## src/rtl/image_rom_arbiter_if.sv

```systemverilog
// Bus bundle between the ImageROM arbiter and its CPU, pixel-consumer and ROM neighbours.
interface image_rom_arbiter_if;
  logic        cpu_req;
  logic [31:0] cpu_addr;
  logic        cpu_gnt;
  logic        cpu_rvalid;
  logic [31:0] cpu_rdata;
  logic        st_start;
  logic [31:0] st_base;
  logic [31:0] st_count;
  logic        st_busy;
  logic        st_done;
  logic        st_err;
  logic        s_valid;
  logic        s_ready;
  logic [31:0] s_data;
  logic        s_last;
  logic [31:0] rom_addr;
  logic [31:0] rom_rd;

  modport slave (
    input  cpu_req, cpu_addr, st_start, st_base, st_count, s_ready, rom_rd,
    output cpu_gnt, cpu_rvalid, cpu_rdata, st_busy, st_done, st_err,
           s_valid, s_data, s_last, rom_addr
  );

  modport master (
    output cpu_req, cpu_addr, st_start, st_base, st_count, s_ready, rom_rd,
    input  cpu_gnt, cpu_rvalid, cpu_rdata, st_busy, st_done, st_err,
           s_valid, s_data, s_last, rom_addr
  );
endinterface

```

## src/rtl/image_rom_arbiter.sv

```systemverilog
// Shares the single-port ImageROM between CPU loads (priority) and a block stream
// engine with valid/ready output; a starvation counter forces occasional stream slots.
module image_rom_arbiter #(
  parameter int unsigned IMG_DEPTH  = 160000,
  parameter int unsigned STARVE_LIM = 4
) (
  input logic                clk,
  input logic                rst,
  image_rom_arbiter_if.slave bus
);
  localparam logic [1:0] S_IDLE  = 2'd0;
  localparam logic [1:0] S_RUN   = 2'd1;
  localparam logic [1:0] S_FLUSH = 2'd2;
  localparam int unsigned SW = (STARVE_LIM < 1) ? 1 : $clog2(STARVE_LIM + 1);

  logic [1:0]    state_q, state_d;
  logic [31:0]   addr_q, addr_d;
  logic [31:0]   rem_q, rem_d;
  logic [31:0]   s_data_q, s_data_d;
  logic [31:0]   cpu_rdata_q, cpu_rdata_d;
  logic          s_valid_q, s_valid_d;
  logic          s_last_q, s_last_d;
  logic          st_err_q, st_err_d;
  logic          st_done_q, st_done_d;
  logic          cpu_rvalid_q, cpu_rvalid_d;
  logic [SW-1:0] starve_q, starve_d;

  logic        st_want, st_gnt, cpu_gnt, start_acc, in_range;
  logic [31:0] rom_addr, rd_masked;

  always_comb begin
    st_want   = (state_q == S_RUN) && (rem_q != '0) && (!s_valid_q || bus.s_ready);
    st_gnt    = st_want && (!bus.cpu_req || (starve_q == SW'(STARVE_LIM)));
    cpu_gnt   = bus.cpu_req && !st_gnt && !rst;
    rom_addr  = rst ? '0 : (cpu_gnt ? bus.cpu_addr : addr_q);
    in_range  = rom_addr < IMG_DEPTH;
    rd_masked = in_range ? bus.rom_rd : '0;
    // A start coinciding with the done pulse is dropped, as is any start while busy.
    start_acc = bus.st_start && (state_q == S_IDLE) && !st_done_q;
  end

  always_comb begin
    state_d      = state_q;
    addr_d       = addr_q;
    rem_d        = rem_q;
    s_data_d     = s_data_q;
    s_valid_d    = s_valid_q;
    s_last_d     = s_last_q;
    st_err_d     = st_err_q;
    st_done_d    = 1'b0;
    cpu_rvalid_d = cpu_gnt;
    cpu_rdata_d  = cpu_gnt ? rd_masked : cpu_rdata_q;
    starve_d     = (st_want && !st_gnt) ? starve_q + SW'(1) : '0;

    case (state_q)
      S_IDLE: begin
        if (start_acc) begin
          addr_d   = bus.st_base;
          rem_d    = bus.st_count;
          st_err_d = 1'b0;
          state_d  = (bus.st_count == '0) ? S_FLUSH : S_RUN;
        end
      end
      S_RUN: begin
        if (s_valid_q && bus.s_ready) s_valid_d = 1'b0;
        if (st_gnt) begin
          s_data_d  = rd_masked;
          s_valid_d = 1'b1;
          s_last_d  = (rem_q == 32'd1);
          addr_d    = addr_q + 32'd1;
          rem_d     = rem_q - 32'd1;
          if (!in_range) st_err_d = 1'b1;
          if (rem_q == 32'd1) state_d = S_FLUSH;
        end
      end
      S_FLUSH: begin
        // Zero-length streams arrive here with no beat pending and finish at once.
        if (!s_valid_q || bus.s_ready) begin
          s_valid_d = 1'b0;
          s_last_d  = 1'b0;
          st_done_d = 1'b1;
          state_d   = S_IDLE;
        end
      end
      default: state_d = S_IDLE;
    endcase
  end

  always_ff @(posedge clk) begin
    if (rst) begin
      state_q      <= S_IDLE;
      addr_q       <= '0;
      rem_q        <= '0;
      s_data_q     <= '0;
      s_valid_q    <= 1'b0;
      s_last_q     <= 1'b0;
      st_err_q     <= 1'b0;
      st_done_q    <= 1'b0;
      cpu_rvalid_q <= 1'b0;
      cpu_rdata_q  <= '0;
      starve_q     <= '0;
    end else begin
      state_q      <= state_d;
      addr_q       <= addr_d;
      rem_q        <= rem_d;
      s_data_q     <= s_data_d;
      s_valid_q    <= s_valid_d;
      s_last_q     <= s_last_d;
      st_err_q     <= st_err_d;
      st_done_q    <= st_done_d;
      cpu_rvalid_q <= cpu_rvalid_d;
      cpu_rdata_q  <= cpu_rdata_d;
      starve_q     <= starve_d;
    end
  end

  assign bus.cpu_gnt    = cpu_gnt;
  assign bus.cpu_rvalid = cpu_rvalid_q;
  assign bus.cpu_rdata  = cpu_rdata_q;
  assign bus.st_busy    = (state_q != S_IDLE);
  assign bus.st_done    = st_done_q;
  assign bus.st_err     = st_err_q;
  assign bus.s_valid    = s_valid_q;
  assign bus.s_data     = s_data_q;
  assign bus.s_last     = s_last_q;
  assign bus.rom_addr   = rom_addr;
endmodule
```

## src/flat_wrapper.sv

```systemverilog
// flat-port wrapper written by rule: the top's interface ports become plain ports
module image_rom_arbiter_flat 
#(
  parameter int unsigned IMG_DEPTH  = 160000,
  parameter int unsigned STARVE_LIM = 4
)
  (clk, rst, bus_cpu_req, bus_cpu_addr, bus_st_start, bus_st_base, bus_st_count, bus_s_ready, bus_rom_rd, bus_cpu_gnt, bus_cpu_rvalid, bus_cpu_rdata, bus_st_busy, bus_st_done, bus_st_err, bus_s_valid, bus_s_data, bus_s_last, bus_rom_addr);
  image_rom_arbiter_if bus_i ();
  input logic clk;
  input logic rst;
  input wire logic [$bits(bus_i.cpu_req)-1:0] bus_cpu_req;
  input wire logic [$bits(bus_i.cpu_addr)-1:0] bus_cpu_addr;
  input wire logic [$bits(bus_i.st_start)-1:0] bus_st_start;
  input wire logic [$bits(bus_i.st_base)-1:0] bus_st_base;
  input wire logic [$bits(bus_i.st_count)-1:0] bus_st_count;
  input wire logic [$bits(bus_i.s_ready)-1:0] bus_s_ready;
  input wire logic [$bits(bus_i.rom_rd)-1:0] bus_rom_rd;
  output wire logic [$bits(bus_i.cpu_gnt)-1:0] bus_cpu_gnt;
  output wire logic [$bits(bus_i.cpu_rvalid)-1:0] bus_cpu_rvalid;
  output wire logic [$bits(bus_i.cpu_rdata)-1:0] bus_cpu_rdata;
  output wire logic [$bits(bus_i.st_busy)-1:0] bus_st_busy;
  output wire logic [$bits(bus_i.st_done)-1:0] bus_st_done;
  output wire logic [$bits(bus_i.st_err)-1:0] bus_st_err;
  output wire logic [$bits(bus_i.s_valid)-1:0] bus_s_valid;
  output wire logic [$bits(bus_i.s_data)-1:0] bus_s_data;
  output wire logic [$bits(bus_i.s_last)-1:0] bus_s_last;
  output wire logic [$bits(bus_i.rom_addr)-1:0] bus_rom_addr;
  assign bus_i.cpu_req = bus_cpu_req;
  assign bus_i.cpu_addr = bus_cpu_addr;
  assign bus_i.st_start = bus_st_start;
  assign bus_i.st_base = bus_st_base;
  assign bus_i.st_count = bus_st_count;
  assign bus_i.s_ready = bus_s_ready;
  assign bus_i.rom_rd = bus_rom_rd;
  assign bus_cpu_gnt = bus_i.cpu_gnt;
  assign bus_cpu_rvalid = bus_i.cpu_rvalid;
  assign bus_cpu_rdata = bus_i.cpu_rdata;
  assign bus_st_busy = bus_i.st_busy;
  assign bus_st_done = bus_i.st_done;
  assign bus_st_err = bus_i.st_err;
  assign bus_s_valid = bus_i.s_valid;
  assign bus_s_data = bus_i.s_data;
  assign bus_s_last = bus_i.s_last;
  assign bus_rom_addr = bus_i.rom_addr;
  image_rom_arbiter #(.IMG_DEPTH(IMG_DEPTH), .STARVE_LIM(STARVE_LIM)) u_core (.clk(clk), .rst(rst), .bus(bus_i));
endmodule
```

## config.mk

```make
export PLATFORM = sky130hd
export DESIGN_NAME = image_rom_arbiter_flat
export DESIGN_NICKNAME = d
export VERILOG_FILES = /design/src/rtl/image_rom_arbiter_if.sv /design/src/rtl/image_rom_arbiter.sv /design/src/flat_wrapper.sv
export SDC_FILE = /design/constraint.sdc
export NUM_CORES = 1
export LEC_CHECK = 0
export CAP_MARGIN = 20
export CORE_UTILIZATION = 25
export DETAILED_ROUTE_END_ITERATION = 10
export DONT_BUFFER_PORTS = 1
export GPL_ROUTABILITY_DRIVEN = 0
export HOLD_SLACK_MARGIN = 0.1
export MAX_ROUTING_LAYER = met4
export SLEW_MARGIN = 30
export SYNTH_ARGS = -nofsm -noshare
export SYNTH_HDL_FRONTEND = slang
export SYNTH_SLANG_ARGS = --single-unit
export TNS_END_PERCENT = 30
```

## constraint.sdc

```tcl
create_clock -name clk -period 6.1 [get_ports clk]
set_clock_uncertainty 0.2 [all_clocks]
set_input_delay 1.525 -clock clk [delete_from_list [all_inputs] [get_ports clk]]
set_output_delay 1.525 -clock clk [all_outputs]
set_load 0.01 [all_outputs]
```

# Word-level counts from Yosys, hierarchy flattened
# Cells that the tools add are included.
dict set report word_totals {
  wordCells 83
  regBits 138
  out_inout_bits 103
}
dict set report op_classes {
  n_bitwise 2
  eq_ne 10
  add_sub_neg 3
  reduce_logical 30
  mux 26
  order_cmp 1
}
# operator count
set ops {}
lappend ops {{two-way mux 32 bit} 7}
lappend ops {{case mux 32 bit (2 select lines)} 2}
lappend ops {{adder 32 x 1 -> 32 bit (second input constant)} 1}
lappend ops {{== test 32 x 1 -> 1 bit (second input constant)} 1}
lappend ops {{logical NOT 32 bit} 1}
lappend ops {{< comparator 32 x 18 -> 1 bit (second input constant)} 1}
lappend ops {{nonzero test 32 bit} 1}
lappend ops {{subtractor 32 x 1 -> 32 bit (second input constant)} 1}
lappend ops {{two-way mux 2 bit} 5}
lappend ops {{logical AND 1 bit} 9}
lappend ops {{AND reduction 3 bit} 3}
lappend ops {{two-way mux 1 bit} 8}
lappend ops {{AND reduction 4 bit} 2}
lappend ops {{!= test 2 x 1 -> 1 bit (second input constant)} 3}
lappend ops {{case mux 1 bit (2 select lines)} 3}
lappend ops {{case mux 2 bit (3 select lines)} 1}
lappend ops {{nonzero test 2 bit} 3}
lappend ops {{logical NOT 1 bit} 5}
lappend ops {{!= test 2 bit (second input constant)} 2}
lappend ops {{OR reduction 2 bit} 2}
lappend ops {{adder 3 x 1 -> 3 bit (second input constant)} 1}
lappend ops {{== test 3 bit (second input constant)} 1}
lappend ops {{!= test 3 x 2 -> 1 bit (second input constant)} 1}
lappend ops {{== test 2 x 1 -> 1 bit (second input constant)} 1}
lappend ops {{other kinds (5)} 7}

# Depth between registers and ports, before layout
# Gate-level depths: netlist of the first run.
dict set report logic_depth {
  depth_word 13
  mapped_depth 11
  ltp_nobuf 9
}

# Worst setup path before layout of the first run
# No wires, ideal clock.
dict set report synth_timing {
  kind {in2out}
  startpoint {input port rst}
  endpoint {output port bus_rom_addr[11]}
  t_required_ns 4.375
  arrival_ns 3.007
  slack_ns 1.368
  stages 10
  path_cell_list {clkbuf_1 -> inv_2 -> nand2_1 -> nor4_1 -> a31oi_1 -> inv_2 -> buf_2 -> buf_1 -> nand2_1 -> o21ai_0}
}
dict set report synth_via {
  elab_chain_cells 4
}
# item line
set synth_rtl {}
lappend synth_rtl {{start: declaration} flat_wrapper.sv:10} ;# input logic rst;
lappend synth_rtl {{logical NOT 1 bit} image_rom_arbiter.sv:34} ;# cpu_gnt = bus.cpu_req && !st_gnt && !rst;
lappend synth_rtl {{logical AND 1 bit} image_rom_arbiter.sv:34}
lappend synth_rtl {{two-way mux 32 bit} image_rom_arbiter.sv:35} ;# rom_addr = rst ? '0 : (cpu_gnt ? bus.cpu_addr : addr_q);
lappend synth_rtl {{two-way mux 32 bit *} image_rom_arbiter.sv:35}
lappend synth_rtl {{end: declaration} flat_wrapper.sv:27} ;# output wire logic [$bits(bus_i.rom_addr)-1:0] bus_rom_addr;
# Mark *: on every way between the ends. The rest lies on a longest branch, timed or not.

# Worst setup path after layout of the first run
dict set report layout_timing {
  startpoint {input port rst}
  endpoint {output port bus_rom_addr[8]}
}
# Same word-level chain as after synthesis.

==> flow_summary_export.csv, run 1 <==
group,metric,value,unit
synthesis,syn_avg_cell_area,8.078,um2
clock_network,cts_buffers,17,
floorplan,core_area,29950,um2
pwr,clock_power_share,0.255,
worst_setup_path,critical_path_buf_inv_count,4,
sta,rsz0062_at_grt,"false",
clock_network,path_clk_slew,60,ps
final_layout,seq_area,2763,um2
synthesis,yosys-top-cells-count,"138 x dfxtp_1, 113 x nand2_1, 64 x nor2_1, 64 x o21ai_0",
drt,vias,7495,
synthesis,synth_area,7706,um2
clock_network,ctsResizeCount,0,
synthesis,synth_cells,954,
worst_setup_path,crit_type,"input port to primary output",
drt,first_pass_iters,5,
worst_setup_path,cp.arrival,3540,ps
sta,timing.hold.ws,256.5,ps
clock_network,postCtsHoldBufs,0,
run_status,outcome,"completed",
pwr,p_int,2.385,mW
clock_network,cts_max_level,4,
synthesis,synthFlopType,"dfxtp_1",
worst_hold_path,hold_path.class,"register to register",
worst_setup_path,path_cells,"inv_2 > nand2_1 > nor4_1 > a31oi_1 > buf_4 > inv_2 > nand2_1 > a21oi_1 > buf_4",
final_layout,stdcell_area,8890,um2
drt,route.detailed.drc,0,
sta,fin_tns_setup,0,ps
pwr,p_sw_frac,0.4442,
pwr,seqPwrFrac,0.324,
floorplan,die_y,177.6,um
final_layout,areaGrowthSynthToFinish,15.36,%
clock_network,numClockSinks,138,
sta,fin_ws,836.9,ps
worst_setup_path,crit_family,"buffers and inverters",
worst_setup_path,critPathSlowestCell,"inv_2",
clock_network,post_cts_buffers,0,
worst_setup_path,worstPathRequired,4380,ps
drt,vias_per_cell,5.556,
global_route,grt_pass1_vias,6944,
floorplan,die_area,31530,um2
clock_network,cts_max_path_buffers,2,
synthesis,synth-edff-count,0,
pwr,p_leak,3.187,nW
sta,max_freq,0.1900,GHz
final_layout,layout-drive-gt1-share,0.1427,
floorplan,pin_count,236,
sta,hold_viol,0,
synthesis,synthTopCellsByArea,"dfxtp_1 36%, o41ai_2 6.1%, nand2_1 5.5%",
clock_network,clk_latency,430,ps
synthesis,yosysMostFrequentCell,"dfxtp_1",
synthesis,syn_nets,1095,
worst_setup_path,crit_fanout,88,
drt,drt_iter0_markers,578,
worst_setup_path,cpPeakStageDelay,610,ps
drt,wl_per_cell,20.85,um
place,placed_cell_area,8233,um2
drt,routed_wl,28130,um
synthesis,yosysWarnings,0,
drt,drtAntennaViolNets,0,
sta,period_share,0.8628,
clock_network,cts_tree,"built",
final_layout,fin_util,0.2968,
global_route,grt_max_degree,90,
synthesis,yosysSeqAreaShare,0.3585,
floorplan,initial_core_util,0.2573,
final_layout,fill_cells,3181,
final_layout,multi_input_area,4469,um2
global_route,grt_pass1_wl,41520,um
global_route,track_usage,0.1783,
synthesis,synth_top_area_share,0.3585,
sta,worst_pin_slew,851.7,ps
floorplan,die_w,177.6,um
synthesis,yosysTopAreaCell,"dfxtp_1",
synthesis,synth_seq_cells,138,
global_route,grt-ovfl-total,0,
sta,slew_headroom,0.4322,
pwr,comb_power_share,0.421,
synthesis,synthArstFlopShare,0,
job,drv_cap,0,
pwr,powerDensity,482.7,nW/um2
place,port-buffer-count,0,
pwr,peakVddDrop,195.0,uV
global_route,antenna_found_initial,7,
synthesis,ys_types,72,
worst_setup_path,start_kind,"input port",
final_layout,final_nets,1082,
pwr,power_switching,1.906,mW
place,dp_slack,870.4,ps
worst_setup_path,crit_path_end_kind,"primary output",
sta,report.final.slew_viol_count,0,
sta,finalCriticalPeriod,5263,ps
place,hpwl,19940,um
clock_network,root_buffer,"clkbuf_16",
sta,finalSetupViolations,0,
floorplan,row_count,63,
==> path summary, 6_finish.rpt <==
| check | start | endpoint | slack, ps | cells past startpoint |
|---|---|---|---|---|
| worst min register to register | u_core.starve_q[0]$_SDFF_PP0_ | u_core.starve_q[0]$_SDFF_PP0_ | 260 | 1 |
| worst max-delay path | rst | bus_rom_addr[8] | 840 | 9 |
| worst max register to register | u_core.rem_q[0]$_SDFFE_PP0P_ | u_core.bus.s_data[1]$_SDFFE_PP0P_ | 2230 | 11 |
| worst min-delay path | u_core.starve_q[0]$_SDFF_PP0_ | u_core.starve_q[0]$_SDFF_PP0_ | 260 | 1 |
==> cells in the final DEF, fill, tap and decap left out, types with 6 or more instances in the layout <==
cell type / synthesis / final
clkbuf_16: 0 / 17
o41ai_2: 29 / 29
nor4_1: 27 / 27
o21ai_1: 6 / 6
diode_2: 0 / 6
a21oi_1: 55 / 54
a31oi_1: 16 / 16
a211oi_1: 19 / 19
buf_4: 5 / 43
inv_1: 47 / 47
nor2_1: 64 / 61
nor3_1: 24 / 24
nand3_1: 55 / 55
o31ai_1: 7 / 7
or4_1: 8 / 8
dfxtp_1: 138 / 138
nand4_1: 22 / 22
nand2b_1: 7 / 7
nand2_1: 113 / 112
or3_1: 11 / 11
a32oi_1: 9 / 9
ha_1: 8 / 8
a22oi_1: 7 / 7
o221ai_1: 9 / 9
o21ai_0: 64 / 64
a22o_1: 34 / 34
==> per-layer routing <==
metal  up-vias  share of wire  routed length [um]  track usage
met4         0          0.019                 540      0.05983
met5         -              0                   0            -
met3        28          0.083                2337      0.05313
met1      3600           0.44               12490       0.2241
li1       3581              -                   -            -
met2       286           0.45               12760       0.2705
==> cell type report <==
type | count | area share
multi-input combinational | 689 | 0.5027
sequential | 138 | 0.3108
tap | 390 | 0.05489
clock buffer | 19 | 0.04982
timing repair buffer | 45 | 0.04068
inverter | 50 | 0.02111
clock inverter | 12 | 0.01830
antenna | 6 | 0.001689
==> power groups by stage <==
stage	logic, mW	registers (mW)	clock network (mW)
after floorplan	1.31	1.29	0
after global placement	1.74	1.39	0
after detailed placement	1.75	1.40	0
after CTS	1.76	1.38	1.12
after global routing	2.00	1.42	1.15
final	1.81	1.39	1.09
==> logic make-up (layout without fill, tap and decap cells) <==
family | after synthesis | count (layout) | share of synthesized area
multiplexers | 2 | 2 | 0.002760
AO/OA/AOI/OAI | 315 | 315 | 0.3147
adder cells (fa/ha/maj) | 8 | 8 | 0.01299
AND/OR/NAND/NOR | 361 | 361 | 0.2395
flip-flops | 138 | 138 | 0.3585
XOR/XNOR | 3 | 3 | 0.003410
other | 0 | 6 | 0
buffers and inverters | 127 | 126 | 0.06819
==> state kept, by name, summed over array words and instances, names as in the netlist <==
| signal | cells |
|---|---|
| u_core.bus.st_err | 1 |
| u_core.rem_q | 32 |
| u_core.addr_q | 32 |
| u_core.state_q | 2 |
| u_core.bus.s_last | 1 |
| u_core.starve_q | 3 |
| u_core.bus.s_data | 32 |
| u_core.bus.cpu_rdata | 32 |
| u_core.bus.s_valid | 1 |
| u_core.bus.cpu_rvalid | 1 |
| u_core.bus.st_done | 1 |
==> through the flow <==
step	cells	power, mW
after global placement	1311	3.129
after floorplan	954	2.594
after CTS	1342	4.261
final	1349	4.291
after global routing	1349	4.570
after detailed placement	1311	3.153
No activity file was read; power rests on OpenSTA's default activity.
==> run 2: changes to the inputs <==
- GPL_TIMING_DRIVEN: default -> 1
- RECOVER_POWER: default -> 100
==> run 2 against run 1 <==
Compared with the run above: the run now ends with max-capacitance violations, max-slew violations left; core utilization decreased by 1.3 points; clock power barely moved; non-clock buffer count unchanged; maximum frequency fell by 4.2%; cell area decreased by 4.5%; sequential share of layout area grew 1.5 points; sequential power about the same; die area is the same; via count about the same; wire length rose by 0.30%; worst setup slack worse by 230 ps; hold slack barely moved; critical path type unchanged; critical endpoint is now bus_rom_addr[4].
==> flow_summary_export.csv, run 2 (synthesis gave the netlist of run 1 again) <==
group,metric,value,unit
sta,rsz0062_at_grt,"false",
place,hpwl,19940,um
worst_setup_path,worstPathRequired,4380,ps
place,port-buffer-count,0,
pwr,clock_power_share,0.262,
global_route,grt-ovfl-total,0,
clock_network,cts_max_level,4,
worst_hold_path,hold_path.class,"register to register",
sta,hold_viol,0,
floorplan,row_count,63,
drt,vias,7490,
clock_network,cts_tree,"built",
worst_hold_path,min_from,"u_core.starve_q[0]$_SDFF_PP0_",
floorplan,pin_count,236,
sta,report.final.slew_viol_count,102,
worst_setup_path,r2r_cells,7,
worst_setup_path,endpoint,"bus_rom_addr[4]",
worst_setup_path,crit_fanout,60,
worst_setup_path,critPathSlowestCell,"o31ai_1",
sta,finalCriticalPeriod,5494,ps
sta,fin_tns_setup,0,ps
worst_setup_path,start_kind,"input port",
final_layout,fill_cells,3263,
worst_setup_path,cpPeakStageDelay,530,ps
job,drv_cap,4,
drt,drtAntennaViolNets,0,
pwr,powerDensity,489.7,nW/um2
final_layout,final_common_cell,"dfxtp_1",
floorplan,initial_core_util,0.2573,
run_status,violations,"max-capacitance violations, max-slew violations",
clock_network,clk_latency,430,ps
sta,max_freq,0.1820,GHz
final_layout,areaGrowthSynthToFinish,10.21,%
drt,drt_iter0_markers,615,
floorplan,die_w,177.6,um
drt,route.detailed.drc,0,
pwr,comb_power_share,0.404,
worst_setup_path,crit_path_end_kind,"primary output",
pwr,p_int,2.298,mW
global_route,grt_max_degree,90,
sta,finalSetupViolations,0,
clock_network,ctsResizeCount,0,
pwr,seqPwrFrac,0.334,
global_route,antenna_found_initial,7,
worst_setup_path,cp.arrival,3770,ps
floorplan,die_y,177.6,um
clock_network,post_cts_buffers,0,
clock_network,root_buffer,"clkbuf_16",
floorplan,die_area,31530,um2
sta,timing.hold.ws,256.5,ps
worst_setup_path,path_cells,"nand2b_1 > nand3_1 > a31oi_1 > clkbuf_1 > inv_2 > o31ai_1",
drt,vias_per_cell,5.552,
final_layout,final_cell_mix,"138 x dfxtp_1, 113 x nand2_1, 70 x o21ai_0",
pwr,p_leak,2.873,nW
drt,first_pass_iters,5,
clock_network,cts_max_path_buffers,2,
sta,worst_pin_slew,1974,ps
clock_network,cts_buffers,17,
worst_setup_path,r2r_start,"u_core.rem_q[16]$_SDFFE_PP0P_",
worst_setup_path,crit_type,"input port to primary output",
run_status,outcome,"complete, but fails checks",
global_route,grt_pass1_vias,6944,
worst_setup_path,worstReg2RegEnd,"u_core.rem_q[10]$_SDFFE_PP0P_",
final_layout,final_nets,1082,
clock_network,path_clk_slew,60,ps
global_route,grt_pass1_wl,41520,um
drt,routed_wl,28210,um
drt,wl_per_cell,20.91,um
clock_network,postCtsHoldBufs,0,
sta,period_share,0.9007,
final_layout,layout-drive-gt1-share,0.07030,
pwr,p_sw_frac,0.4475,
sta,slew_headroom,-0.3298,
pwr,peakVddDrop,189.4,uV
clock_network,numClockSinks,138,
pwr,power_switching,1.861,mW
worst_setup_path,startpoint,"bus_s_ready",
worst_setup_path,reg2reg_slack,670,ps
floorplan,core_area,29950,um2
global_route,track_usage,0.1783,
-- run 2: cell count changes in the layout (fill, tap and decap cells not counted), sizes merged --
cell	change
buf	-34
clkbuf	+34
-- run 2: layout make-up --
cell class | count | area [um2] | area share
clock inverter | 12 | 162.7 | 0.01915
multi-input combinational | 689 | 4220 | 0.4969
inverter | 50 | 187.7 | 0.02210
timing repair buffer | 45 | 214.0 | 0.02519
clock buffer | 19 | 442.9 | 0.05215
tap | 390 | 488.0 | 0.05745
antenna | 6 | 15.01 | 0.001768
sequential | 138 | 2763 | 0.3253
-- run 2: power groups by stage --
stage | clock network (mW) | registers (mW) | logic [mW]
floorplan | 0 | 1.29 | 1.31
global placement | 0 | 1.39 | 1.74
detailed placement | 0 | 1.40 | 1.75
CTS | 1.12 | 1.38 | 1.76
global route | 1.15 | 1.42 | 1.86
finish | 1.09 | 1.39 | 1.68
-- run 2: how the worst min path moves through the flow --
stage	end	depth (start not counted)	slack, ps
floorplan	u_core.starve_q[0]$_SDFF_PP0_	1	220
global placement	u_core.starve_q[0]$_SDFF_PP0_	1	230
detailed placement	u_core.starve_q[0]$_SDFF_PP0_	1	250
CTS	u_core.starve_q[0]$_SDFF_PP0_	1	260
global route	u_core.starve_q[0]$_SDFF_PP0_	1	270
finish	u_core.starve_q[0]$_SDFF_PP0_	1	260
-- run 2: per-layer routing --
layer | vias to the layer above | part of all wire | track usage
met5 | - | 0 | -
li1 | 3585 | - | -
met2 | 274 | 0.46 | 0.2705
met4 | 0 | 0.019 | 0.05983
met3 | 28 | 0.081 | 0.05313
met1 | 3603 | 0.44 | 0.2241
-- run 2: per-stage QoR --
step           total power, mW  instances  utilization  worst slack, ps  instance area, um2
3_5_place_dp             3.153       1311       0.2749            870.4                8233
6_report                 4.159       1349       0.2835            605.8                8493
5_1_grt                  4.435       1349       0.2835            314.8                8493
3_3_place_gp             3.129       1311       0.2746             1077                8224
4_1_cts                  4.261       1342       0.2951            853.5                8838
2_1_floorplan            2.594        954            -             1368                7706
-- run 2: worst max-delay path: cells and delay by family --
family | cells | cell delay, ps
AO/OA/AOI/OAI | 2 | 840
buffers and inverters | 2 | 970
AND/OR/NAND/NOR | 2 | 400
==> run 3: changes to the inputs <==
- GPL_TIMING_DRIVEN: 1 -> default
- SKIP_LAST_GASP: default -> 1
==> results of run 3 <==
The final DEF is identical to that of run 2; final timing and power are the same.
